$ cat config.mk
export PLATFORM = sky130hd
export DESIGN_NAME = echo_scheduler
export DESIGN_NICKNAME = d
export VERILOG_FILES = /design/src/rtl/echo_scheduler.sv
export SDC_FILE = /design/constraint.sdc
export NUM_CORES = 1
export LEC_CHECK = 0
export CORE_ASPECT_RATIO = 1.75
export CORE_MARGIN = 10
export CORE_UTILIZATION = 48
export CTS_CLUSTER_DIAMETER = 30
export DETAILED_ROUTE_END_ITERATION = 10
export PLACE_DENSITY = 0.77
export REMOVE_ABC_BUFFERS = 1
export SYNTH_ARGS = -nofsm -noshare
export SYNTH_HDL_FRONTEND = slang
export SYNTH_SLANG_ARGS = --single-unit
$ cat constraint.sdc
create_clock -name clk -period 5.1 [get_ports clk]
set_clock_uncertainty 0.05 [all_clocks]
set_input_delay 1.275 -clock clk [delete_from_list [all_inputs] [get_ports clk]]
set_output_delay 1.275 -clock clk [all_outputs]
set_load 0.03 [all_outputs]
$ cat src/rtl/echo_scheduler.sv
// +----------------------------------------------------------------------------+
// | Module      : echo_scheduler                                               |
// | Description : Delay-line echo sequencer driving a single-port RAM with     |
// |               saturating feedback mix and full-memory clear sweep.         |
// | Revision    : 1.0 - initial release                                        |
// +----------------------------------------------------------------------------+
`default_nettype none

module echo_scheduler #(
  parameter int BITSIZE = 24,
  parameter int ADDRLEN = 14
) (
  input  logic               clk,
  input  logic               rst_n,
  input  logic               sample_valid,
  input  logic [BITSIZE-1:0] sample_in,
  input  logic [ADDRLEN-1:0] delay,
  input  logic [2:0]         fb_shift,
  input  logic               clear_req,
  input  logic               clear_ovr,
  output logic [BITSIZE-1:0] sample_out,
  output logic               out_valid,
  output logic               busy,
  output logic               overrun,
  output logic [ADDRLEN-1:0] mem_addr,
  output logic [BITSIZE-1:0] mem_datain,
  output logic               mem_wren,
  input  logic [BITSIZE-1:0] mem_dataout
);

  typedef enum logic [2:0] {
    S_CLEAR = 3'd0,
    S_IDLE  = 3'd1,
    S_READ  = 3'd2,
    S_WAIT  = 3'd3,
    S_WRITE = 3'd4
  } state_t;

  localparam logic [ADDRLEN-1:0] c_addr_max = '1;
  localparam logic [BITSIZE-1:0] c_sat_max  = {1'b0, {(BITSIZE-1){1'b1}}};
  localparam logic [BITSIZE-1:0] c_sat_min  = {1'b1, {(BITSIZE-1){1'b0}}};

  state_t                     r_state, w_state_nxt;
  logic [ADDRLEN-1:0]         r_clr_cnt;
  logic [ADDRLEN-1:0]         r_wr_ptr;
  logic signed [BITSIZE-1:0]  r_sample_q;
  logic [ADDRLEN-1:0]         r_delay_q;
  logic [2:0]                 r_fb_q;
  logic signed [BITSIZE-1:0]  r_delayed_q;
  logic [BITSIZE-1:0]         r_sample_out;
  logic                       r_out_valid;
  logic                       r_overrun;

  logic                       w_accept;
  logic                       w_drop;
  logic                       w_clear_start;
  logic signed [BITSIZE-1:0]  w_shifted;
  logic [BITSIZE:0]           w_sum;
  logic [BITSIZE-1:0]         w_mix;
  logic [ADDRLEN-1:0]         w_mem_addr;
  logic [BITSIZE-1:0]         w_mem_datain;
  logic                       w_mem_wren;

  // clear_req has priority over a simultaneous sample, which is then dropped
  assign w_clear_start = (r_state == S_IDLE) && clear_req;
  assign w_accept      = (r_state == S_IDLE) && sample_valid && !clear_req;
  assign w_drop        = sample_valid && !w_accept;

  always_comb begin
    w_state_nxt = r_state;
    case (r_state)
      S_CLEAR: if (r_clr_cnt == c_addr_max) w_state_nxt = S_IDLE;
      S_IDLE: begin
        if (clear_req)         w_state_nxt = S_CLEAR;
        else if (sample_valid) w_state_nxt = S_READ;
      end
      S_READ:  w_state_nxt = S_WAIT;
      S_WAIT:  w_state_nxt = S_WRITE;
      S_WRITE: w_state_nxt = S_IDLE;
      default: w_state_nxt = S_CLEAR;
    endcase
  end

  // Feedback mix: 1-bit-wider signed sum, clamped back to BITSIZE
  assign w_shifted = r_delayed_q >>> r_fb_q;
  assign w_sum     = {r_sample_q[BITSIZE-1], r_sample_q} + {w_shifted[BITSIZE-1], w_shifted};

  always_comb begin
    w_mix = r_sample_q;
    if (r_fb_q != 3'd0) begin
      if (w_sum[BITSIZE] != w_sum[BITSIZE-1])
        w_mix = w_sum[BITSIZE] ? c_sat_min : c_sat_max;
      else
        w_mix = w_sum[BITSIZE-1:0];
    end
  end

  always_comb begin
    w_mem_addr   = '0;
    w_mem_datain = '0;
    w_mem_wren   = 1'b0;
    case (r_state)
      S_CLEAR: begin
        w_mem_wren = 1'b1;
        w_mem_addr = r_clr_cnt;
      end
      S_READ:  w_mem_addr = r_wr_ptr - r_delay_q;
      S_WRITE: begin
        w_mem_wren   = 1'b1;
        w_mem_addr   = r_wr_ptr;
        w_mem_datain = w_mix;
      end
      default: ;
    endcase
  end

  always_ff @(posedge clk or negedge rst_n) begin
    if (!rst_n) begin
      r_state      <= S_CLEAR;
      r_clr_cnt    <= '0;
      r_wr_ptr     <= '0;
      r_sample_q   <= '0;
      r_delay_q    <= '0;
      r_fb_q       <= 3'd0;
      r_delayed_q  <= '0;
      r_sample_out <= '0;
      r_out_valid  <= 1'b0;
      r_overrun    <= 1'b0;
    end else begin
      r_state     <= w_state_nxt;
      r_out_valid <= (r_state == S_WAIT);
      if (w_clear_start)
        r_clr_cnt <= '0;
      else if (r_state == S_CLEAR)
        r_clr_cnt <= r_clr_cnt + 1'b1;
      if (w_accept) begin
        r_sample_q <= sample_in;
        r_delay_q  <= delay;
        r_fb_q     <= fb_shift;
      end
      if (r_state == S_WAIT) begin
        r_delayed_q  <= mem_dataout;
        r_sample_out <= mem_dataout;
      end
      if (r_state == S_WRITE)
        r_wr_ptr <= r_wr_ptr + 1'b1;
      if (w_drop)
        r_overrun <= 1'b1;
      else if (clear_ovr)
        r_overrun <= 1'b0;
    end
  end

  // Write enable is gated by reset so an in-flight write is cut immediately
  assign mem_wren   = w_mem_wren & rst_n;
  assign mem_addr   = w_mem_addr;
  assign mem_datain = w_mem_datain;
  assign sample_out = r_sample_out;
  assign out_valid  = r_out_valid;
  assign overrun    = r_overrun;
  assign busy       = (r_state != S_IDLE);

endmodule

`default_nettype wire

==> summary.txt <==
Placement
  • DP Area: 9480 µm²
  • Post-DP HPWL: 17300 µm
  • GPL Wtd Cong: 0.929
  • PortBufs: 135

Routing
  • Via-per-instance ratio: 5.76
  • Routed len/inst: 19.5 µm
  • Post-route ant nets: 0
  • Via Count: 6764
  • First-pass DRT Iterations: 4
  • DRT Wirelength: 22900 µm
  • Initial drt markers: 258
  • DRC Markers: 0

GRT
  • First-pass GRT wire length: 36400 µm
  • Number of global-route vias before repair: 7239
  • Initial antenna violation count: 0
  • Gr ovfl total: 0
  • GR Util met1: 19.7%
  • GRT Overall Usage: 21.7%
  • GR Util met3: 4.37%
  • Pin count of the biggest net entering global routing: 54
  • Grt peak-use layer: met2
  • Met2 usage: 42.5%

Synth
  • Mean Syn Cell Area: 9.64 µm²
  • Synth unique cells: 53
  • Primary FF master, synth: dfrtp_1
  • Synth Cell Area: 7220 µm²
  • Share of flip-flops with an asynchronous set or reset: 100%
  • Syn Inst Count: 749
  • Count of warnings emitted by yosys: 0
  • Post-synth EDFFs: 0
  • Sequential fraction of the synthesis area: 34.0%
  • Synth Register Bits: 98

Run
  • Max-Cap Viols: 0

Worst setup path
  • Required @ worst endpoint: 3.77 ns
  • Reg2Reg Depth: 7
  • WS Path Type: register to output pin
  • Setup crit end kind: output pin
  • Worst setup SP type: register
  • Worst Path Max Fanout: 8
  • Critical Path AT: 4.31 ns

Outcome
  • Failing checks: setup timing
  • Outcome: complete, but fails checks

STA
  • Final Max Slew Viols: 0
  • Period utilization: 110%
  • Endpoints failing hold: 0
  • Worst-margin pin slew: 1.14 ns
  • RSZ-0062 raised after global routing: true
  • Min Clock Period, post-route: 5.63 ns
  • Max Clk Rate: 178 MHz
  • Final Worst Setup Slack: -0.532 ns
  • Setup-failing EPs final: 24
  • Worst relative slew slack: 24.0%

Clock tree
  • H-tree depth: 3
  • CTS Buf Count: 9
  • CTS root buf: clkbuf_16
  • CTS Buffer Depth: 2
  • Clk pin slew, worst setup/hold paths: 0.07 ns
  • CTS Sinks: 98
  • CTS tree: done
  • Worst skew pair latency: 0.34 ns

Finish
  • Final instance area: 10200 µm²
  • Layout cells sized above 1: 31.7%
  • Layout Utilization: 69.0%
  • Area grow syn2layout: 41.9%
  • N_diodes: 0
  • Nets: 1098

Die
  • Full die area: 20500 µm²
  • Core Region: 14800 µm²
  • Starting Density: 48.7%
  • Die width: 113 µm
  • Ports: 136
  • Height of the die: 182 µm
  • Site Rows: 59

Worst hold path
  • Hold depth: 1
  • Worst Hold Class: register to register
[area by class of cell]
cell class,instances,area (µm²)
Clock inverter,7,70.1
Tap cell,183,229
Sequential cell,98,2450
Clock buffer,9,225
Inverter,37,139
Multi-Input combinational cell,582,4780
Timing Repair Buffer,259,2350
Fill cell,1115,4590
[sequential cells by signal, indices dropped and copies added, names as in the netlist]
| name | count |
|---|---|
| r_clr_cnt | 14 |
| r_state | 3 |
| r_wr_ptr | 14 |
| r_delay_q | 14 |
| out_valid | 1 |
| r_sample_q | 24 |
| r_fb_q | 3 |
| overrun | 1 |
| sample_out | 24 |
[logic make-up after synthesis]
family | count (synthesis) | synth area share, %
fa+ha+maj | 44 | 7.73
buf+inv | 69 | 3.71
simple gates | 201 | 13.0
xor+xnor | 55 | 6.67
compound gates | 158 | 14.1
flops | 98 | 34.0
mux | 124 | 20.9
[path summary, 6_finish.rpt]
check	start	endpoint	slack (ns)
max	r_fb_q[0]	mem_datain[12]	-0.53
min	r_delay_q[8]	r_delay_q[8]	0.46
max reg2reg	r_state[1]	r_wr_ptr[13]	2.37
min reg2reg	r_delay_q[8]	r_delay_q[8]	0.46
max in group asynchronous	rst_n	r_sample_q[16]	2.92
min in group asynchronous	rst_n	out_valid	0.97
[worst max-delay path: stages (launching register included)]
cell	delay [ns]
dfrtp_2	0.48
buf_6	0.15
buf_6	0.10
mux2_4	0.29
mux4_2	0.53
fa_2	0.40
a211oi_4	0.27
o21ai_2	0.11
a211oi_4	0.27
nor4b_2	0.08
o32ai_2	0.33
inv_2	0.11
o31ai_4	0.27
buf_12	0.18
buf_16	0.15
a211oi_2	0.05
buf_4	0.18
[cell usage after synthesis, types with 6 or more instances]
cell      count  area share [%]
buf_1        11            0.57
mux2_2       82              13
mux4_2       13             4.1
xnor2_1      42             5.1
ha_1         39             6.8
o21ai_0      27             1.9
a21oi_1      55             3.8
mux2i_1      29             4.0
dfrtp_1      98              34
nand4_1      12             1.0
nor3_1        9            0.62
nor2b_1      10            0.87
and3_1       13             1.1
a31oi_1       8            0.69
nand3_1      11            0.76
o21a_1        6            0.62
clkbuf_1     19            0.99
a21o_1       10             1.0
inv_1        35             1.8
xor2_1       13             1.6
nand2_1      48             2.5
a211oi_1     19             2.0
nor2_1       74             3.8
[what timing repair did]
action / CTS / global route
endpoints found under the setup margin: 24 / 24
cloned: 1 / 0
pin swaps: 12 / 7
hold buffers: 0 / 0
gates resized for setup: 108 / 17
setup buffers: 10 / 3
[stage by stage]
step,TNS [ns],hold slack (ns),worst slack (ns),std cells
after global routing,-14.42,0.482,-0.658,1175
final,-11.40,0.458,-0.532,1175
after detailed placement,-10.56,0.446,-0.603,1147
after CTS,-11.55,0.462,-0.539,1173
after floorplan,-11.67,0.430,-0.546,717
after global placement,-8.86,0.440,-0.517,1147
[layout by cell type, fill, tap and decap left out, types with 11 or more instances in the layout]
cell type	count
dfrtp_1	97
xnor2_1	42
inv_1	35
buf_6	18
nand2_1	46
mux4_2	13
mux2_2	78
o21ai_0	23
ha_1	34
xor2_1	13
a211oi_2	11
nand4_1	12
nand3_1	11
clkdlybuf4s50_1	110
nor2_1	71
and3_1	13
buf_4	126
mux2i_1	29
a21oi_1	52
[per-layer routing]
layer / share of wire (%) / vias to the layer above / wire (µm)
met2: 57 / 219 / 13100
met3: 4.5 / 79 / 1020
li1: - / 3172 / -
met5: 0 / - / 0
met4: 4.9 / 0 / 1130
met1: 33 / 3294 / 7660
Power is not shown: default switching activity piles up to over one toggle a cycle in this logic, so the estimate is an artifact.
